`config.mk`:
```
export PLATFORM = sky130hd
export DESIGN_NAME = id_ex_stage
export DESIGN_NICKNAME = d
export VERILOG_FILES = /design/src/rtl/id_ex_stage_pkg.sv /design/src/rtl/id_ex_stage_hazard_detect.sv /design/src/rtl/id_ex_stage.sv
export SDC_FILE = /design/constraint.sdc
export NUM_CORES = 1
export LEC_CHECK = 0
export ABC_AREA = 1
export BUFFER_PORTS_ARGS = -buffer_cell sky130_fd_sc_hd__buf_2
export CORE_AREA = 3 3 136 138
export CTS_CLUSTER_DIAMETER = 50
export DETAILED_ROUTE_END_ITERATION = 16
export DIE_AREA = 0 0 139 141
export PLACE_DENSITY = 0.6
export SYNTH_ARGS = -nofsm -noshare
export SYNTH_HDL_FRONTEND = slang
export SYNTH_SLANG_ARGS = --single-unit
```
`constraint.sdc`:
```
create_clock -name clk -period 1.5 [get_ports clk]
set_input_delay 0.3 -clock clk [delete_from_list [all_inputs] [get_ports clk]]
set_output_delay 0.3 -clock clk [all_outputs]
set_load 0.1 [all_outputs]
```
`src/rtl/id_ex_stage_pkg.sv`:
```
// Shared definitions for the ID/EX stage: RV32I opcodes, the halt
// sequencer states and the packed decode control bundle.
package id_ex_stage_pkg;

  localparam logic [6:0] OP_JAL        = 7'b1101111;
  localparam logic [6:0] OP_JALR       = 7'b1100111;
  localparam logic [6:0] OP_BRANCH     = 7'b1100011;
  localparam logic [6:0] OP_LOAD       = 7'b0000011;
  localparam logic [6:0] OP_STORE      = 7'b0100011;
  localparam logic [6:0] OP_ARITHMETIC = 7'b0110011;
  localparam logic [6:0] OP_ARITH_IMM  = 7'b0010011;
  localparam logic [6:0] OP_ECALL      = 7'b1110011;
  localparam logic [6:0] OP_LUI        = 7'b0110111;
  localparam logic [6:0] OP_AUIPC      = 7'b0010111;

  typedef enum logic [1:0] {
    RUN    = 2'd0,
    DRAIN  = 2'd1,
    HALTED = 2'd2
  } halt_state_t;

  typedef struct packed {
    logic is_jal;
    logic is_jalr;
    logic branch;
    logic mem_read;
    logic mem_to_reg;
    logic mem_write;
    logic alu_src;
    logic write_enable;
    logic pc_to_reg;
    logic is_ecall;
    logic halt_req;
  } ctrl_t;

  // Everything except JAL, LUI and AUIPC reads rs1; an ecall reads x17
  // through its rs1 field, so it is covered here as well.
  function automatic logic reads_rs1(input logic [6:0] opcode);
    return !((opcode == OP_JAL) || (opcode == OP_LUI) || (opcode == OP_AUIPC));
  endfunction

  // Only register-register ALU ops, stores and branches read rs2.
  function automatic logic reads_rs2(input logic [6:0] opcode);
    return (opcode == OP_ARITHMETIC) || (opcode == OP_STORE) || (opcode == OP_BRANCH);
  endfunction

endpackage

```
`src/rtl/id_ex_stage_hazard_detect.sv`:
```
// Load-use hazard detection between the decode slot and the EX slot.
// Purely combinational so a forwarding unit can reuse it later.
module hazard_detect
  import id_ex_stage_pkg::*;
(
  input  logic       id_valid,
  input  logic [6:0] id_opcode,
  input  logic [4:0] id_rs1,
  input  logic [4:0] id_rs2,
  input  logic       ex_valid,
  input  logic       ex_mem_read,
  input  logic [4:0] ex_rd,
  output logic       load_use
);

  logic use_rs1;
  logic use_rs2;
  logic rs1_hit;
  logic rs2_hit;

  // A load in EX whose destination is a register the decode instruction reads
  // cannot be forwarded in time; x0 is never a real dependency.
  always_comb begin
    use_rs1  = reads_rs1(id_opcode);
    use_rs2  = reads_rs2(id_opcode);
    rs1_hit  = use_rs1 && (id_rs1 == ex_rd);
    rs2_hit  = use_rs2 && (id_rs2 == ex_rd);
    load_use = id_valid && ex_valid && ex_mem_read && (ex_rd != 5'd0) && (rs1_hit || rs2_hit);
  end

endmodule

```
`src/rtl/id_ex_stage.sv`:
```
// ID/EX pipeline register: latches the decode bundle, inserts bubbles on
// load-use stalls, flushes and halts, and sequences the ecall halt drain.
module id_ex_stage
  import id_ex_stage_pkg::*;
#(
  parameter int XLEN         = 32,
  parameter int DRAIN_CYCLES = 2
) (
  input  logic            clk,
  input  logic            reset,
  input  logic            id_valid,
  input  logic [6:0]      id_opcode,
  input  logic            id_is_jal,
  input  logic            id_is_jalr,
  input  logic            id_branch,
  input  logic            id_mem_read,
  input  logic            id_mem_to_reg,
  input  logic            id_mem_write,
  input  logic            id_alu_src,
  input  logic            id_write_enable,
  input  logic            id_pc_to_reg,
  input  logic            id_is_ecall,
  input  logic            id_halt_req,
  input  logic [XLEN-1:0] id_pc,
  input  logic [XLEN-1:0] id_rs1_data,
  input  logic [XLEN-1:0] id_rs2_data,
  input  logic [XLEN-1:0] id_imm,
  input  logic [4:0]      id_rs1,
  input  logic [4:0]      id_rs2,
  input  logic [4:0]      id_rd,
  input  logic [10:0]     id_alu_ctrl,
  input  logic            ex_flush,
  output logic            ex_valid,
  output logic [6:0]      ex_opcode,
  output logic            ex_is_jal,
  output logic            ex_is_jalr,
  output logic            ex_branch,
  output logic            ex_mem_read,
  output logic            ex_mem_to_reg,
  output logic            ex_mem_write,
  output logic            ex_alu_src,
  output logic            ex_write_enable,
  output logic            ex_pc_to_reg,
  output logic            ex_is_ecall,
  output logic            ex_halt_req,
  output logic [XLEN-1:0] ex_pc,
  output logic [XLEN-1:0] ex_rs1_data,
  output logic [XLEN-1:0] ex_rs2_data,
  output logic [XLEN-1:0] ex_imm,
  output logic [4:0]      ex_rs1,
  output logic [4:0]      ex_rs2,
  output logic [4:0]      ex_rd,
  output logic [10:0]     ex_alu_ctrl,
  output logic            pc_write,
  output logic            if_id_write,
  output logic            is_halted
);

  localparam int CNT_W = (DRAIN_CYCLES > 1) ? $clog2(DRAIN_CYCLES) : 1;
  localparam logic [CNT_W-1:0] DRAIN_LOAD = CNT_W'(DRAIN_CYCLES - 1);

  halt_state_t      state;
  halt_state_t      state_next;
  logic [CNT_W-1:0] drain_cnt;
  logic [CNT_W-1:0] cnt_next;

  ctrl_t id_ctrl;
  ctrl_t ex_ctrl;

  logic load_use;
  logic stall;
  logic bubble;
  logic halt_start;

  assign id_ctrl = '{
    is_jal:       id_is_jal,
    is_jalr:      id_is_jalr,
    branch:       id_branch,
    mem_read:     id_mem_read,
    mem_to_reg:   id_mem_to_reg,
    mem_write:    id_mem_write,
    alu_src:      id_alu_src,
    write_enable: id_write_enable,
    pc_to_reg:    id_pc_to_reg,
    is_ecall:     id_is_ecall,
    halt_req:     id_halt_req
  };

  hazard_detect u_hazard_detect (
    .id_valid    (id_valid),
    .id_opcode   (id_opcode),
    .id_rs1      (id_rs1),
    .id_rs2      (id_rs2),
    .ex_valid    (ex_valid),
    .ex_mem_read (ex_ctrl.mem_read),
    .ex_rd       (ex_rd),
    .load_use    (load_use)
  );

  // Stall and bubble decisions; a flush overrides a load-use stall so the
  // redirect still advances the PC, while any halt state freezes fetch.
  always_comb begin
    stall       = (load_use && !ex_flush) || (state != RUN);
    bubble      = ex_flush || stall;
    pc_write    = !stall;
    if_id_write = !stall;
    halt_start  = ex_valid && ex_ctrl.is_ecall && ex_ctrl.halt_req && !ex_flush;
    is_halted   = (state == HALTED);
  end

  // Halt sequencer state and drain counter registers.
  always_ff @(posedge clk or negedge reset) begin
    if (!reset) begin
      state     <= RUN;
      drain_cnt <= '0;
    end else begin
      state     <= state_next;
      drain_cnt <= cnt_next;
    end
  end

  // Halt sequencer next state: a surviving halting ecall in EX starts a drain
  // that lets older instructions retire before the core reports halted.
  always_comb begin
    state_next = state;
    cnt_next   = drain_cnt;
    case (state)
      RUN: begin
        if (halt_start) begin
          state_next = DRAIN;
          cnt_next   = DRAIN_LOAD;
        end
      end
      DRAIN: begin
        if (drain_cnt == '0) begin
          state_next = HALTED;
        end else begin
          cnt_next = drain_cnt - CNT_W'(1);
        end
      end
      HALTED: begin
        state_next = HALTED;
      end
      default: begin
        state_next = RUN;
        cnt_next   = '0;
      end
    endcase
  end

  // The pipeline register itself; bubbles clear validity and every control
  // bit, while data fields simply follow decode since EX ignores them then.
  always_ff @(posedge clk or negedge reset) begin
    if (!reset) begin
      ex_valid    <= 1'b0;
      ex_ctrl     <= '0;
      ex_opcode   <= '0;
      ex_pc       <= '0;
      ex_rs1_data <= '0;
      ex_rs2_data <= '0;
      ex_imm      <= '0;
      ex_rs1      <= '0;
      ex_rs2      <= '0;
      ex_rd       <= '0;
      ex_alu_ctrl <= '0;
    end else begin
      ex_valid    <= bubble ? 1'b0 : id_valid;
      ex_ctrl     <= bubble ? '0 : id_ctrl;
      ex_opcode   <= id_opcode;
      ex_pc       <= id_pc;
      ex_rs1_data <= id_rs1_data;
      ex_rs2_data <= id_rs2_data;
      ex_imm      <= id_imm;
      ex_rs1      <= id_rs1;
      ex_rs2      <= id_rs2;
      ex_rd       <= id_rd;
      ex_alu_ctrl <= id_alu_ctrl;
    end
  end

  assign ex_is_jal       = ex_ctrl.is_jal;
  assign ex_is_jalr      = ex_ctrl.is_jalr;
  assign ex_branch       = ex_ctrl.branch;
  assign ex_mem_read     = ex_ctrl.mem_read;
  assign ex_mem_to_reg   = ex_ctrl.mem_to_reg;
  assign ex_mem_write    = ex_ctrl.mem_write;
  assign ex_alu_src      = ex_ctrl.alu_src;
  assign ex_write_enable = ex_ctrl.write_enable;
  assign ex_pc_to_reg    = ex_ctrl.pc_to_reg;
  assign ex_is_ecall     = ex_ctrl.is_ecall;
  assign ex_halt_req     = ex_ctrl.halt_req;

endmodule

```
# --- Yosys cells after proc, flatten, opt, wreduce, memory -nomap -nowiden ---
# Index checks and enable logic that the tools add are counted.
word_totals:
  register_bits: 176
  in_bits: 176
  out_inout_bits: 176
  elab_cells: 70
classes:
  n_addsub: 1
  eq_ne: 12
  muxes: 8
  bitwise: 1
  n_reduce_logical: 25
op_table:
  columns: ["operator", "n"]
  rows:
  - ["equality test 7 x 6 -> 1 bit (second input constant)", 3]
  - ["equality test 7 bit (second input constant)", 2]
  - ["two-way mux 11 bit", 1]
  - ["equality test 5 bit", 2]
  - ["logical AND 1 bit", 10]
  - ["equality test 7 x 5 -> 1 bit (second input constant)", 1]
  - ["logical OR 1 bit", 7]
  - ["one-hot mux 2 bit (3 select lines)", 1]
  - ["nonzero test 5 bit", 1]
  - ["two-way mux 2 bit", 2]
  - ["!= test 2 bit (second input constant)", 2]
  - ["AND reduction 2 bit", 2]
  - ["zero test 1 bit", 3]
  - ["two-way mux 1 bit", 3]
  - ["one-hot mux 1 bit (3 select lines)", 1]
  - ["equality test 2 x 1 -> 1 bit (second input constant)", 1]
  - ["equality test 2 bit (second input constant)", 1]
  - ["zero test 2 bit", 1]
  - ["nonzero test 2 bit", 1]
  - ["NOT 1 bit", 1]
  - ["subtractor 1 bit (second input constant)", 1]

# --- Logic depth before layout (Yosys ltp) ---
# Gate-level depths: netlist of run 1.
logic_depth:
  ltp_word: 11
  ltp_mapped: 11
  ltp_nobuf: 10

# --- By module ---
# From an unflattened synthesis of run 1, not the netlist that was laid out.
unflattened:
  cells_unflattened: 279
  hier_area_um2: 4938.5
by_module_without_submodules:
  columns: ["mod", "n_inst", "cells_per_inst", "area_per_inst_um2", "seq_area_each_um2"]
  rows:
  - ["id_ex_stage", 1, 230, 4704.5, 4404.2]
  - ["hazard_detect", 1, 49, 234.0, 0.0]

# --- Worst setup path after synthesis of run 1 ---
# Ideal clock, no wire load.
synth_timing:
  kind: "register -> output"
  startpoint: "register ex_rd[1]"
  endpoint: "output pc_write"
  t_arrival_ps: 3420
  t_required_ps: 1200
  path_slack_ps: -2220
  path_stages_with_launch: 10
  n_path_buf: 1
  cell_sequence: "dfrtp_1 inv_2 nand2_1 nand2_2 nand2_1 nor2_1 nand3_1 nand2_1 a31oi_1 buf_4"
synth_via:
  elab_chain_cells: 7
  elab_cells_between_ends: 11
  classes_between: "eq/ne: 2; reduce/logical: 9"
synth_lines:
  columns: ["item", "line", "source"]
  rows:
  - ["from (decl)", "id_ex_stage.sv:52", "output logic [4:0] ex_rd,"]
  - ["from (signal assigned)", "id_ex_stage.sv:176", "ex_rd <= id_rd;"]
  - ["equality test 5 bit (on tied branches)", "id_ex_stage_hazard_detect.sv:26, id_ex_stage_hazard_detect.sv:27", null]
  - ["logical AND 1 bit (on tied branches)", "id_ex_stage_hazard_detect.sv:26, id_ex_stage_hazard_detect.sv:27", null]
  - ["logical OR 1 bit", "id_ex_stage_hazard_detect.sv:28", "load_use = id_valid && ex_valid && ex_mem_read && (ex_rd != 5'd0) && (rs1_hit || rs2_hit);"]
  - ["logical AND 1 bit *", "id_ex_stage_hazard_detect.sv:28", null]
  - ["logical AND 1 bit *", "id_ex_stage.sv:103", "stall = (load_use && !ex_flush) || (state != RUN);"]
  - ["logical OR 1 bit *", "id_ex_stage.sv:103", null]
  - ["zero test 1 bit *", null, null]
  - ["to (decl)", "id_ex_stage.sv:54", "output logic pc_write,"]
# Every way passes the cells marked *; elsewhere a longest branch is shown, timed or not.

# --- Final worst setup path of run 1 ---
layout_timing:
  startpoint: "register ex_rd[0]"
  endpoint: "output pc_write"
layout_via:
  elab_chain_cells: 7
  elab_cells_between_ends: 11
  classes_between: "eq/ne: 2; reduce/logical: 9"
layout_lines:
  columns: ["item", "line", "source"]
  rows:
  - ["equality test 5 bit (on tied branches)", "id_ex_stage_hazard_detect.sv:26, id_ex_stage_hazard_detect.sv:27", null]
  - ["logical AND 1 bit (on tied branches)", "id_ex_stage_hazard_detect.sv:26, id_ex_stage_hazard_detect.sv:27", null]
  - ["logical OR 1 bit", "id_ex_stage_hazard_detect.sv:28", null]
  - ["logical AND 1 bit *", "id_ex_stage_hazard_detect.sv:28", null]
  - ["logical AND 1 bit *", "id_ex_stage.sv:103", null]
  - ["logical OR 1 bit *", "id_ex_stage.sv:103", null]
  - ["zero test 1 bit *", "id_ex_stage.sv:105", "pc_write = !stall;"]
# Marked as above.

==> summary.txt, run 1 <==
ratio of final minimum period to clock period = 1.387
total of warnings raised by yosys = 0
combinational share of power = 0.235
clock buffers created by TritonCTS = 17
worst setup margin = -0.5806 ns
capturing element type of the critical path = primary output
final standard cell count with taps included and fillers excluded = 1048
starting density of the core = 0.2824
count of cell types in the netlist = 21
destination of the worst register-to-register timing path = ex_valid
Max Clock Freq = 480.6 MHz
number of setup violations in the final report = 18
crit start category = flop
Die Area = 19600 um2
mean instance size in the synthesized netlist = 18.29 um2
critical path type = reg2out
Seq/Total Area, Yosys = 0.9016
Critical-path top delay cell = dfrtp_4
standard cell area after detailed placement = 7174 um2
Worst VDD drop = 0.7252 mV
NetSw = 4.148 mW
Slowest Stage Delay on Critical Path = 0.52 ns
cell taking the most area after synthesis = dfrtp_1
DRC violation count after routing = 0
static leakage power = 4.962 nW
power density normalized to cell area = 1222 nW/um2
Req. time, crit path = 1.20 ns
worst-case clock buffer depth = 2
post-synth top area share = 0.9016
antenna violations before repair = 1
internal power component = 7.919 mW
flops & latches, synth = 176
Avg Vias per Cell = 3.978
global-route wire length before repair = 26120 um
total half-perimeter wirelength after legalization and detailed placement = 11550 um
Top FF cell, synth = dfrtp_1
top fanout value on the critical path = 4
number of enable-type register cells in the synthesized netlist = 0
WHS = 0.01984 ns
Worst R2R Setup Slack = -0.24 ns
setup tns final = -4.037 ns
WP data arrival = 1.78 ns
Net Sw Frac = 0.3437
worst setup skew after layout = 0.008355 ns
number of top-level design ports = 352
Die Wd = 139 um
count of TritonRoute iterations in the first routing pass = 3
Std-Cell Rows = 48
Post-Route WL = 17440 um
via count of the routed design = 4169
Hold Path Depth = 1
Non-Filler Cell Area, Final = 9877 um2
Final ANT Viol Nets = 0
status = complete, but fails checks
final critical delay including setup and external delays = 2.081 ns
cell type group with the largest total delay on the critical path = flip-flops
leading post-synthesis cells by cell area = dfrtp_1, inv_1, nand2_1, nor2_2, nor2_1
fraction of layout instances using a drive strength above 1 = 0.5304
Area Overhead vs Synth = 102.2%
nets@finish = 989
Floorplan Core Area = 17300 um2
count of buffers inserted at the top-level ports = 351
worst-case headroom to the max-slew limit = 0.6687
proportion of register bits with asynchronous set or reset after synthesis = 1.000
violation count after the first detailed-route iteration = 107
Clock Latency Late Sink = 0.42 ns
kind of path behind the tightest hold check = in2reg
Mapped Nets = 446
maximum number of pins on one net before global-route repair = 64
hold violation count in the final report = 0
CP cell instances = nor2_4 > nand3_2 > nand4_1 > inv_2 > a31oi_4 > buf_12
global route overflow = 0
min-delay src = id_rs1[2]
number of buffer and inverter stages on the critical path = 2
violations in the final reports = negative setup slack
number of global-route vias before repair = 4866
sink count of the clock tree = 176
relative contribution of sequential cells to total power = 0.418
most common cell after layout, fill and taps aside = buf_2
Worst Max-Slew Pin Slew = 0.5003 ns
cell total after placement = 853
max-cap violations = 0
H-tree depth = 4
clock root buffer = clkbuf_16
number of instances in the synthesized netlist = 267
clock slew seen by the registers of the worst setup and hold paths = 0.07 ns
total standard cell area after synthesis = 4885 um2
TritonCTS clock tree = yes
hold worst-path end = ex_rs1[2]
total global routing track utilization = 0.1736
Max Slew Vio Count = 0
clock network fraction of design power = 0.347
final routed wire length divided by cell count = 16.64 um
most frequent cells in the layout = buf_2, dfrtp_1, dlygate4sd3_1
startpoint of the worst-slack reg-to-reg timing path = ex_rd[0]
die height = 141 um
setup repair after global routing missed its margin = yes
reg2reg path depth = 12
placer congestion estimate = 0.8355
==> what timing repair did <==
| item | CTS | global route |
|---|---|---|
| endpoints found under the setup margin | 69 | 134 |
| hold buffers | 152 | 3 |
| cloned | 1 | 0 |
| pin swaps | 2 | 2 |
| hold endpoints to repair | 170 | 3 |
| setup buffers | 4 | 4 |
| gates resized for setup | 61 | 125 |
==> worst max-delay path by stage <==
stage | start | end | slack, ns | depth (start not counted)
floorplan | ex_rd[0] | pc_write | -0.75 | 7
global placement | ex_rd[0] | pc_write | -0.15 | 7
detailed placement | ex_rd[0] | pc_write | -0.18 | 7
CTS | ex_rd[0] | pc_write | -0.61 | 7
global route | ex_rd[2] | if_id_write | -0.68 | 7
finish | ex_rd[0] | pc_write | -0.58 | 6
==> synthesized netlist by cell type (3+ instances only) <==
cell type  count
nand4_1        4
nand2_1       19
ha_1           3
xor2_1         4
xnor2_1        3
nand3_1        3
dfrtp_1      176
nor2_1        12
nor2_2         9
inv_1         23
==> layout make-up <==
type                            instances  area (um2)
Multi-Input combinational cell         65       441.7
Timing Repair Buffer                  526        4066
Sequential cell                       176        4428
Clock inverter                         14       141.4
Clock buffer                           17       425.4
Antenna cell                            1       2.502
Inverter                               24       90.09
Tap cell                              225       281.5
Fill cell                            1333        7420
==> through the flow <==
step	setup WS, ns	total power, mW	utilization
final	-0.5806	12.07	0.5710
after global routing	-0.6834	12.57	0.5710
after CTS	-0.6083	12.09	0.5486
after detailed placement	-0.1785	7.510	0.4148
after floorplan	-0.7452	6.826	-
after global placement	-0.1467	7.485	0.4148
==> layer usage <==
metal,share of wire,GRT usage,up-vias
li1,-,-,1900
met2,0.54,0.3125,230
met4,0.029,0.06797,0
met5,0,0,-
met1,0.35,0.1849,1999
met3,0.074,0.06547,40
==> kinds of logic (layout without fill, tap and decap cells) <==
family | count (synthesis) | count (layout) | share of synthesized area
AO/OA/AOI/OAI | 5 | 5 | 0.006660
XOR/XNOR | 7 | 7 | 0.01255
other | 0 | 1 | 0
AND/OR/NAND/NOR | 50 | 50 | 0.04918
flip-flops | 176 | 176 | 0.9016
buffers and inverters | 26 | 581 | 0.02228
adder cells (fa/ha/maj) | 3 | 3 | 0.007685
==> worst reg2reg max path, cell delays in order, from the launching register on <==
cell,delay (ns)
dfrtp_4,0.52
xnor2_1,0.14
nand2_1,0.06
nor2_1,0.04
nand3_1,0.08
nand2_2,0.09
buf_4,0.14
buf_6,0.10
nand2_2,0.07
nand3_4,0.10
buf_6,0.13
buf_12,0.12
nor2_1,0.08
==> power by group through the flow <==
stage | clock [mW] | combinational (mW) | sequential, mW
5_1_grt | 4.57 | 2.93 | 5.07
2_1_floorplan | 0 | 0.0476 | 6.78
4_1_cts | 4.31 | 2.75 | 5.04
3_5_place_dp | 0 | 2.39 | 5.12
6_report | 4.19 | 2.83 | 5.05
3_3_place_gp | 0 | 2.37 | 5.11
Power figures use the tool's default switching activity.
==> run 2: changes to the inputs <==
Settings changed: PLACE_DENSITY 0.6 to 0.65.
Clock period 1.5 ns to 2.7 ns, I/O delays scaled along.
==> run 2 against run 1 <==
- the flow now finishes without violations
- wire length down 18%
- setup slack better by 0.84 ns
- global-route usage is 2.8 points lower
- largest cell class unchanged
- flip-flop and latch count did not move
- design area fell by 23%
- register-to-register slack improved by 1.4 ns
- clock skew fell by 0.0038 ns
- die area stayed put
- sequential power decreased by 45%
- non-clock buffer count is 171 lower
- clock power shrank 42%
==> summary.txt, run 2 (same netlist as run 1, synthesis figures left out) <==
status = finished, final reports clean
Worst VDD drop = 0.3880 mV (-46%)
top fanout value on the critical path = 4 (unchanged)
Worst Max-Slew Pin Slew = 0.6039 ns (+0.1036 ns)
Die Area = 19600 um2 (unchanged)
Worst R2R Setup Slack = 1.16 ns (+1.40 ns)
count of TritonRoute iterations in the first routing pass = 4 (+1)
most frequent cells in the layout = buf_2, dfrtp_1, inv_1
destination of the worst register-to-register timing path = ex_is_jal
clock buffers created by TritonCTS = 17 (unchanged)
relative contribution of sequential cells to total power = 0.429 (+0.011)
count of buffers inserted at the top-level ports = 351 (unchanged)
Sequential cell area = 4410 um2 (-0.40%)
Net Sw Frac = 0.3427 (-0.001054)
global-route wire length before repair = 21340 um (-18%)
crit path to = pc_write
fraction of layout instances using a drive strength above 1 = 0.6212 (+0.09075)
hold violation count in the final report = 0 (unchanged)
static leakage power = 4.077 nW (-18%)
number of top-level design ports = 352 (unchanged)
crit start category = flop
max-cap violations = 0 (unchanged)
Req. time, crit path = 2.16 ns (+0.96 ns)
WHS = 0.1102 ns (+0.09031 ns)
capturing element type of the critical path = primary output
area occupied by multi-input gates = 386.6 um2 (-12%)
quantity of gates resized following cts = 0 (-100%)
critical path launch point = ex_rd[2]
Power Total = 6.498 mW (-46%)
Std-Cell Rows = 48 (unchanged)
ratio of final minimum period to clock period = 0.9036
placer congestion estimate = 0.8871 (+6.2%)
worst setup skew after layout = 0.004509 ns (-0.003846 ns)
final routed wire length divided by cell count = 16.29 um (-2.1%)
via count of the routed design = 3366 (-19%)
sink count of the clock tree = 176 (unchanged)
most common cell after layout, fill and taps aside = buf_2
Max Slew Vio Count = 0 (unchanged)
clock slew seen by the registers of the worst setup and hold paths = 0.08 ns (about the same)
Die Wd = 139 um (unchanged)
pre-CTS setup slack = 0.4552 ns (+0.6338 ns)
total global routing track utilization = 0.1459 (-0.02771)
Post-CTS Setup Bufs = 0 (-4)
Clock Latency Late Sink = 0.41 ns (about the same)
Final ANT Viol Nets = 0 (unchanged)
global route overflow = 0 (unchanged)
final critical delay including setup and external delays = 2.440 ns
nets@finish = 818 (-17%)
number of setup violations in the final report = 0 (-18)
Floorplan Core Area = 17300 um2 (unchanged)
hold buffer count at cts = 0 (-100%)
setup repair after global routing missed its margin = no
number of global-route vias before repair = 3588 (-26%)
WP data arrival = 1.90 ns (+0.12 ns)
TritonCTS clock tree = yes
worst-case clock buffer depth = 2 (unchanged)
Area Overhead vs Synth = 55.30%
setup tns final = 0 ns (+4.037 ns)
worst setup margin = 0.2602 ns (+0.8408 ns)
power density normalized to cell area = 856.6 nW/um2 (-30%)
total half-perimeter wirelength after legalization and detailed placement = 11660 um (+0.93%)
NetSw = 2.227 mW (-46%)
kind of path behind the tightest hold check = in2async
startpoint of the worst-slack reg-to-reg timing path = ex_rd[1]
Avg Vias per Cell = 3.829 (-3.7%)
standard cell area after detailed placement = 6987 um2 (-2.6%)
clock root buffer = clkbuf_16
Max Clock Freq = 409.9 MHz
violation count after the first detailed-route iteration = 114 (+6.5%)
count of filler cells inserted in the layout = 1649 (+24%)
DRC violation count after routing = 0 (unchanged)
die height = 141 um (unchanged)
Non-Filler Cell Area, Final = 7586 um2 (-23%)
starting density of the core = 0.2824 (unchanged)
reg2reg path depth = 10 (-2)
critical path type = reg2out
Post-Route WL = 14320 um (-18%)
antenna violations before repair = 5 (+4)
H-tree depth = 4 (unchanged)
combinational share of power = 0.199 (-0.036)
clock network fraction of design power = 0.372 (+0.025)
worst-case headroom to the max-slew limit = 0.5974 (-0.07135)
maximum number of pins on one net before global-route repair = 66 (+3.1%)
internal power component = 4.272 mW (-46%)
==> run 2: changes by cell type in the layout (fill, tap and decap cells not counted), sizes merged <==
cell	delta
buf	+98
clkbuf	-113
dlygate4sd3	-155
bufinv	+1
diode	+1
clkinv	-1
==> run 2: worst max-delay path: stages (launching register included) <==
cell	delay, ns
dfrtp_2	0.44
nor2_1	0.13
nand3_1	0.11
nand4_1	0.10
inv_1	0.08
a31oi_4	0.18
buf_2	0.44
==> run 2: cell type report <==
cell class / instances / area share
diodes: 2 / 0.0006597
well taps: 225 / 0.03711
flip-flops and latches: 176 / 0.5814
multi-input cells: 65 / 0.05096
inverters: 24 / 0.01188
clock inverters: 14 / 0.02177
clock buffers: 18 / 0.05657
repair buffers: 355 / 0.2396
==> run 2: per-layer routing <==
| metal | part of all wire | track usage | routed length (um) | up-vias |
|---|---|---|---|---|
| li1 | - | - | - | 1567 |
| met1 | 0.37 | 0.1651 | 5285 | 1579 |
| met2 | 0.51 | 0.2426 | 7298 | 190 |
| met3 | 0.098 | 0.06716 | 1405 | 24 |
| met4 | 0.020 | 0.05613 | 293 | 6 |
| met5 | 0.0024 | 0 | 34 | - |
==> run 2: how the worst min path moves through the flow <==
stage / start / to / slack, ns / cells after the start
2_1_floorplan: reset / drain_cnt / 0.24 / 0
3_3_place_gp: drain_cnt / drain_cnt / 0.49 / 1
3_5_place_dp: drain_cnt / drain_cnt / 0.51 / 1
4_1_cts: reset / ex_alu_ctrl[6] / 0.11 / 1
5_1_grt: reset / ex_pc[25] / 0.14 / 1
6_report: reset / ex_rs2_data[19] / 0.11 / 1
==> run 2: power by group through the flow <==
stage               Sequential (mW)  Combinational (mW)  Clock [mW]
finish                         2.79                1.29        2.41
floorplan                      3.76              0.0264           0
detailed placement             2.84                1.31           0
CTS                            2.79                1.31        2.50
global placement               2.84                1.30           0
global route                   2.80                1.34        2.63
==> run 2: per-stage QoR <==
stage | utilization | std cells
5_1_grt | 0.4386 | 879
4_1_cts | 0.4383 | 877
3_3_place_gp | 0.4039 | 845
2_1_floorplan | - | 267
3_5_place_dp | 0.4039 | 845
6_report | 0.4386 | 879
==> run 3: changes to the inputs <==
Settings changed: MAX_ROUTING_LAYER from default to met4.
==> run 3 against run 2 <==
- final cell count increased by 0.34%
- core utilization about the same
- count of clock-buffer cells in the layout unchanged
- register-to-register slack about the same
- hold slack about the same
- flip-flop and latch count unchanged
- global-route usage increased by 0.46 points
- via count decreased by 0.15%
- design area about the same
- sequential power about the same
- sequential share of layout area decreased by 0.057 points
- wire length about the same
- critical path type unchanged
- critical endpoint unchanged
- highest routed layer is now met4
==> summary.txt, run 3 (same netlist as run 1, synthesis figures left out) <==
number of global-route vias before repair = 3598 (+0.28%)
count of filler cells inserted in the layout = 1649 (unchanged)
Sequential cell area = 4410 um2 (unchanged)
Std-Cell Rows = 48 (unchanged)
Die Wd = 139 um (unchanged)
hold violation count in the final report = 0 (unchanged)
maximum number of pins on one net before global-route repair = 66 (unchanged)
Post-Route WL = 14310 um (about the same)
worst setup skew after layout = 0.003775 ns (-0.0007343 ns)
Die Area = 19600 um2 (unchanged)
H-tree depth = 4 (unchanged)
nets@finish = 818 (unchanged)
CP cell instances = nor2_1 > nand3_1 > nand4_1 > inv_1 > a31oi_4 > buf_2
total half-perimeter wirelength after legalization and detailed placement = 11660 um (unchanged)
Avg Vias per Cell = 3.811 (-0.49%)
Critical-path top delay cell = dfrtp_2
max-cap violations = 0 (unchanged)
utilization of the core after routing = 0.4390 (about the same)
global-route wire length before repair = 21340 um (unchanged)
number of buffer and inverter stages on the critical path = 2 (unchanged)
Max Slew Vio Count = 0 (unchanged)
antenna violations before repair = 5 (unchanged)
DRC violation count after routing = 0 (unchanged)
WP data arrival = 1.90 ns (about the same)
Area Overhead vs Synth = 55.46% (about the same)
hold buffer count at cts = 0 (unchanged)
placer congestion estimate = 0.9020 (+1.7%)
crit start category = flop
final routed wire length divided by cell count = 16.23 um (-0.36%)
Max Clock Freq = 409.9 MHz (about the same)
final critical delay including setup and external delays = 2.440 ns (-0.00002800 ns)
static leakage power = 4.077 nW (about the same)
worst setup margin = 0.2602 ns (+0.00002800 ns)
worst-case headroom to the max-slew limit = 0.6009 (+0.003559)
Slowest Stage Delay on Critical Path = 0.44 ns (about the same)
area occupied by multi-input gates = 386.6 um2 (unchanged)
pre-CTS setup slack = 0.4552 ns (unchanged)
number of top-level design ports = 352 (unchanged)
Post-CTS Setup Bufs = 0 (unchanged)
most frequent cells in the layout = buf_2, dfrtp_1, inv_1
total global routing track utilization = 0.1505 (+0.004601)
clock root buffer = clkbuf_16
Worst VDD drop = 0.3887 mV (+0.19%)
quantity of gates resized following cts = 0 (unchanged)
Floorplan Core Area = 17300 um2 (unchanged)
standard cell area after detailed placement = 6987 um2 (unchanged)
number of setup violations in the final report = 0 (unchanged)
fraction of layout instances using a drive strength above 1 = 0.6212 (unchanged)
count of buffers inserted at the top-level ports = 351 (unchanged)
worst-case clock buffer depth = 2 (unchanged)
Clock Latency Late Sink = 0.41 ns (about the same)
count of TritonRoute iterations in the first routing pass = 4 (unchanged)
kind of path behind the tightest hold check = in2async
global route overflow = 0 (unchanged)
cell type group with the largest total delay on the critical path = buffers and inverters
starting density of the core = 0.2824 (unchanged)
Worst Max-Slew Pin Slew = 0.5986 ns (-0.005338 ns)
Req. time, crit path = 2.16 ns (about the same)
ratio of final minimum period to clock period = 0.9036 (about the same)
clock slew seen by the registers of the worst setup and hold paths = 0.08 ns (about the same)
via count of the routed design = 3361 (-0.15%)
Final ANT Viol Nets = 0 (unchanged)
setup tns final = 0 ns (unchanged)
cell total after placement = 845 (unchanged)
Power Total = 6.500 mW (about the same)
die height = 141 um (unchanged)
violation count after the first detailed-route iteration = 111 (-2.6%)
clock buffers created by TritonCTS = 17 (unchanged)
WHS = 0.1101 ns (-0.00005200 ns)
final standard cell count with taps included and fillers excluded = 882 (+0.34%)
Non-Filler Cell Area, Final = 7594 um2 (about the same)
setup repair after global routing missed its margin = no
status = finished, final reports clean
TritonCTS clock tree = yes
top fanout value on the critical path = 4 (unchanged)
power density normalized to cell area = 856.0 nW/um2 (about the same)
capturing element type of the critical path = primary output
critical path type = reg2out
sink count of the clock tree = 176 (unchanged)
most common cell after layout, fill and taps aside = buf_2
## run 3: layout make-up
class	count	area share
Antenna cell	5	0.001648
Clock buffer	18	0.05652
Clock inverter	14	0.02175
Inverter	24	0.01186
Multi-Input combinational cell	65	0.05091
Sequential cell	176	0.5808
Tap cell	225	0.03707
Timing Repair Buffer	355	0.2394
## run 3: worst paths after layout
path / slack (ns) / cells past startpoint / startpoint / to
worst max-delay path: 0.26 / 6 / ex_rd[2] / pc_write
worst min-delay path: 0.11 / 1 / reset / ex_rs2_data[19]
worst max register to register: 1.16 / 10 / ex_rd[1] / ex_is_jal
worst min register to register: 0.52 / 1 / drain_cnt / drain_cnt
max in group asynchronous: 1.91 / 2 / reset / ex_imm[20]
min in group clk: 0.22 / 1 / id_pc[25] / ex_pc[25]
## run 3: power breakdown
| group | switching [mW] | internal, mW |
|---|---|---|
| Sequential | 0.0338 | 2.76 |
| Combinational | 1.10 | 0.191 |
| Clock | 1.09 | 1.32 |
| Total | 2.23 | 4.27 |
## run 3: per-layer routing
layer | wire [um] | track usage | vias to the layer above
met5 | 0 | - | -
met2 | 7344 | 0.2434 | 189
met1 | 5409 | 0.1694 | 1583
li1 | - | - | 1573
met3 | 1300 | 0.06174 | 16
met4 | 258 | 0.05458 | 0
## run 3: worst reg2reg max path, stage by stage, from the launching register on
cell and delay [ns]:
dfrtp_2 0.45, inv_2 0.07, nand2_1 0.06, nand2_2 0.05, nand2_1 0.04, nor2_1 0.10
nand3_1 0.07, nand2_1 0.13, nand2_1 0.09, nand3_2 0.29, nor2_1 0.08
